`src/rtl/fetch_stage.sv`:
```
// rtl/fetch_stage.sv - instruction fetch stage: PC, IF/ID register, redirect/halt handling
module fetch_stage #(
  parameter logic [15:0] RESET_PC = 16'h0000
) (
  input  logic        clk,
  input  logic        rst_n,
  output logic [15:0] imem_pc,
  input  logic [15:0] imem_instr,
  output logic        id_valid,
  input  logic        id_ready,
  output logic [15:0] id_instr,
  output logic [15:0] id_pc,
  output logic [15:0] id_pc_plus2,
  input  logic        redirect,
  input  logic [15:0] redirect_pc,
  input  logic        halt,
  output logic        misalign,
  output logic [15:0] fetch_cnt
);

  localparam logic [15:0] RESET_PC_ALIGNED = {RESET_PC[15:1], 1'b0};

  logic [15:0] pc_q, pc_d;
  logic        id_valid_q, id_valid_d;
  logic [15:0] id_instr_q, id_instr_d;
  logic [15:0] id_pc_q, id_pc_d;
  logic [15:0] id_pc_plus2_q, id_pc_plus2_d;
  logic        misalign_q, misalign_d;
  logic [15:0] fetch_cnt_q, fetch_cnt_d;

  logic load_ok;
  logic handshake;

  assign load_ok   = !id_valid_q || id_ready;
  assign handshake = id_valid_q && id_ready;

  // Next-state: redirect beats halt beats fetch; otherwise the IF/ID slot is stalled and holds
  always_comb begin
    pc_d          = pc_q;
    id_valid_d    = id_valid_q;
    id_instr_d    = id_instr_q;
    id_pc_d       = id_pc_q;
    id_pc_plus2_d = id_pc_plus2_q;
    misalign_d    = misalign_q;
    fetch_cnt_d   = handshake ? fetch_cnt_q + 16'd1 : fetch_cnt_q;

    if (redirect) begin
      pc_d       = {redirect_pc[15:1], 1'b0};
      id_valid_d = 1'b0;
      misalign_d = misalign_q | redirect_pc[0];
    end else if (halt) begin
      if (handshake) begin
        id_valid_d = 1'b0;
      end
    end else if (load_ok) begin
      id_instr_d    = imem_instr;
      id_pc_d       = pc_q;
      id_pc_plus2_d = pc_q + 16'd2;
      id_valid_d    = 1'b1;
      pc_d          = pc_q + 16'd2;
    end
  end

  // State registers with asynchronous active-low reset
  always_ff @(posedge clk or negedge rst_n) begin
    if (!rst_n) begin
      pc_q          <= RESET_PC_ALIGNED;
      id_valid_q    <= 1'b0;
      id_instr_q    <= 16'h0000;
      id_pc_q       <= 16'h0000;
      id_pc_plus2_q <= 16'h0002;
      misalign_q    <= 1'b0;
      fetch_cnt_q   <= 16'h0000;
    end else begin
      pc_q          <= pc_d;
      id_valid_q    <= id_valid_d;
      id_instr_q    <= id_instr_d;
      id_pc_q       <= id_pc_d;
      id_pc_plus2_q <= id_pc_plus2_d;
      misalign_q    <= misalign_d;
      fetch_cnt_q   <= fetch_cnt_d;
    end
  end

  assign imem_pc     = pc_q;
  assign id_valid    = id_valid_q;
  assign id_instr    = id_instr_q;
  assign id_pc       = id_pc_q;
  assign id_pc_plus2 = id_pc_plus2_q;
  assign misalign    = misalign_q;
  assign fetch_cnt   = fetch_cnt_q;

endmodule
```
`config.mk`:
```
export PLATFORM = sky130hd
export DESIGN_NAME = fetch_stage
export DESIGN_NICKNAME = d
export VERILOG_FILES = /design/src/rtl/fetch_stage.sv
export SDC_FILE = /design/constraint.sdc
export NUM_CORES = 1
export LEC_CHECK = 0
export CAP_MARGIN = 20
export CORE_ASPECT_RATIO = 1.25
export CORE_MARGIN = 1
export CORE_UTILIZATION = 42
export CTS_CLUSTER_DIAMETER = 150
export DETAILED_ROUTE_END_ITERATION = 7
export PLACE_DENSITY = 0.76
export SYNTH_ARGS = -nofsm -noshare
export SYNTH_HDL_FRONTEND = slang
export SYNTH_SLANG_ARGS = --single-unit
export TNS_END_PERCENT = 30
```
`constraint.sdc`:
```
create_clock -name clk -period 1.55 [get_ports clk]
set_input_delay 0.465 -clock clk [delete_from_list [all_inputs] [get_ports clk]]
set_output_delay 0.465 -clock clk [all_outputs]
set_load 0.02 [all_outputs]
```
==> results of run 1 <==
==> power by group through the flow <==
stage	clock, uW	sequential (uW)	combinational (uW)
3_5_place_dp	0	2630	2070
4_1_cts	1680	2580	1900
6_report	1640	2590	1930
3_3_place_gp	0	2610	2020
2_1_floorplan	0	3030	520
5_1_grt	1760	2630	2080
==> layout make-up <==
class	count	area share
clock buffers	10	0.0229
repair buffers	183	0.285
inverters	6	0.00404
multi-input cells	276	0.294
clock inverters	6	0.0155
well taps	97	0.0218
flip-flops and latches	79	0.357
==> per-stage QoR <==
stage           util  setup TNS [ns]  setup WS [ns]
3_3_place_gp   0.642          -34.86         -0.620
5_1_grt        0.673          -0.428        -0.0963
4_1_cts        0.663         -0.0537        -0.0215
6_report       0.673          -0.133        -0.0630
3_5_place_dp   0.642          -36.78         -0.659
2_1_floorplan      -          -0.767        -0.0841
==> critical path: cells and delay by family (launching register included) <==
kind / cells / cell delay (ns)
buffers and inverters: 1 / 0.12
AND/OR/NAND/NOR: 4 / 1.00
flip-flops: 1 / 0.43
==> cells by family after synthesis <==
group / Yosys count
flops: 79
mux: 3
xor+xnor: 32
buf+inv: 30
other cells: 1
compound gates: 38
simple gates: 198
fa+ha+maj: 2
==> synthesized netlist by cell type (all sizes together) (2+ instances only) <==
cell type	number	share of area
a211o	5	0.012
a21oi	3	0.0041
a31oi	2	0.0035
and4	2	0.0048
buf	11	0.024
clkbuf	13	0.014
dfrtp	78	0.54
ha	2	0.0069
inv	6	0.0062
mux2i	2	0.0055
nand2	131	0.14
nand3	14	0.019
nand4	10	0.026
nor2	7	0.0073
nor2b	3	0.0052
nor3	10	0.014
nor3b	5	0.010
nor4	7	0.014
o21ai	24	0.033
or3	3	0.0052
xnor2	29	0.070
xor2	3	0.0073
==> state kept, by name (all words and copies together), names as in the netlist <==
| name | cells |
|---|---|
| fetch_cnt | 16 |
| id_instr | 16 |
| id_pc | 15 |
| id_pc_plus2 | 15 |
| imem_pc | 15 |
| id_valid | 1 |
| misalign | 1 |
==> path summary, 6_finish.rpt <==
path	from	to	slack, ns
worst min register to register	misalign	misalign	0.46
worst max register to register	imem_pc[1]	id_pc_plus2[12]	-0.06
worst min-delay path	rst_n	fetch_cnt[6]	0.03
max in group asynchronous	rst_n	id_pc_plus2[1]	1.00
worst max-delay path	imem_pc[1]	id_pc_plus2[12]	-0.06
min in group clk	misalign	misalign	0.46
==> what timing repair did <==
action / in CTS / in global routing
endpoints found under the setup margin: 136 / 60
setup buffers: 0 / 2
pin swaps: 2 / 6
gates cloned: 0 / 0
gates resized for setup: 142 / 55
==> layer usage <==
metal  part of all wire  routed length [um]  global-route usage
met4              0.034                 340               0.139
met3              0.047                 466              0.0345
met1               0.41                4000               0.275
met5                  0                   0                   0
met2               0.51                5050               0.393
==> impl_metrics.tcl, run 1 <==
set metrics [dict create \
    wl_um 9860 \
    wire_per_inst_um 15.0 \
    fin_nets 594 \
    area_growth_pct 54.2 \
    avgSynthCellArea_um2 9.44 \
    seqCellArea_mm2 0.00199 \
    drc 0 \
    syn-cell-area_mm2 0.00362 \
    leakage_uw 0.00264 \
    p_switching_uw 2040 \
    tritoncts "yes" \
    drv_cap 0 \
    clock.fmax_mhz 620 \
    max_stage_delay_ns 0.52 \
    critical_path_required_ns 1.84 \
    vias_per_cell 5.04 \
    multi_input_area_mm2 0.00164 \
    die_w_um 85.0 \
    start_kind "register" \
    ys_ff_latch 79 \
    synthSimpleGateAreaFrac 0.254 \
    final_common_cell "nand2_1" \
    start_util 0.437 \
    ys_types 40 \
    n_fill_cell 674 \
    sw_frac_of_total 0.330 \
    power_uw 6170 \
    vias 3310 \
    port_buffers 115 \
    slew_viol_final 0 \
    grt_antenna_before_repair 0 \
    async_reset_ff_frac 1.00 \
    grtUsageTotal 0.231 \
    placed_cell_area_mm2 0.00532 \
    worstPathCellList "buf_6, nand2_4, or4_4, or3_4, nand3_2" \
    hpwlAfterDp_um 7470 \
    post-route-min-period_ns 1.61 \
    row_count 37 \
    first_pass_iters 6 \
    rsz0062_at_grt "yes" \
    status "complete, but fails checks" \
    worst-endpoint-arrival_ns 1.90 \
    ios 119 \
    clk_latency_ns 0.35 \
    synthMuxAreaShare 0.00865 \
    netlist_instances 383 \
    setup_violations 4 \
    first_iter_violations 178 \
    grt_pass1_wl_um 16200 \
    postCtsHoldBufs 0 \
    hold_path_class "input pin to async pin" \
    fin_area_mm2 0.00558 \
    clockBufferDepth 2 \
    final_cell_mix "130 x nand2_1, 68 x dfrtp_1, 65 x buf_4, 33 x clkdlybuf4s15_1, 32 x clkdlybuf4s50_1" \
    peakVddDrop_mv 0.588 \
    synth_xor_area_frac 0.0775 \
    coreArea_mm2 0.00829 \
    synth_fa_ha_area_frac 0.00692 \
    hold_violations 0 \
    worst_slack_ns -0.0630 \
    synth_edf_count 0 \
    whs_ns 0.0339 \
    p_int_uw 4130 \
    synth-seq-area-share 0.547 \
    cp-end-kind "register" \
    period_share 1.04 \
    cts_root_buf "clkbuf_8" \
    cp_slowest_cell "or4_4" \
    drive_gt1_frac 0.252 \
    critical_path_class "register to register" \
    grt_max_degree 30 \
    die_h_um 106 \
    die_area_mm2 0.00899 \
    fin_skew_ns 0.0108 \
    synth_ff_type "dfrtp_1" \
    cts-htree-levels 3 \
    rr_worst_depth 5 \
    p_per_area_mw_per_mm2 1110 \
    synth_compound_area_frac 0.0616 \
    yosysWarnings 0 \
    cts-buffers-inserted 9 \
    clock_power_share 0.267 \
    cts_sinks 79 \
    n_antenna_cell 0 \
    numPlacedInstances 639 \
    seq_power_share 0.421 \
    grt_pass1_vias 3498 \
    final_cells 657 \
    ant_nets 0 \
    overflow 0 \
    violations "setup timing" \
    p_comb_frac 0.313 \
    crit_path_max_fanout 4 \
    gp_congestion 0.898 \
    synth_top_family_by_area "simple AND/OR/NAND/NOR gates" \
    clk_pin_slew_ns 0.09 \
]
No activity file was read; power rests on OpenSTA's default activity.
==> inputs of run 2 (changes only) <==
--- a/config.mk
+++ b/config.mk
@@ -7,7 +7,6 @@
 export LEC_CHECK = 0
 export CAP_MARGIN = 20
 export CORE_ASPECT_RATIO = 1.25
-export CORE_MARGIN = 1
 export CORE_UTILIZATION = 42
 export CTS_CLUSTER_DIAMETER = 150
 export DETAILED_ROUTE_END_ITERATION = 7
==> results of run 2 <==
Final layout, timing and power as in run 1 (identical DEF).
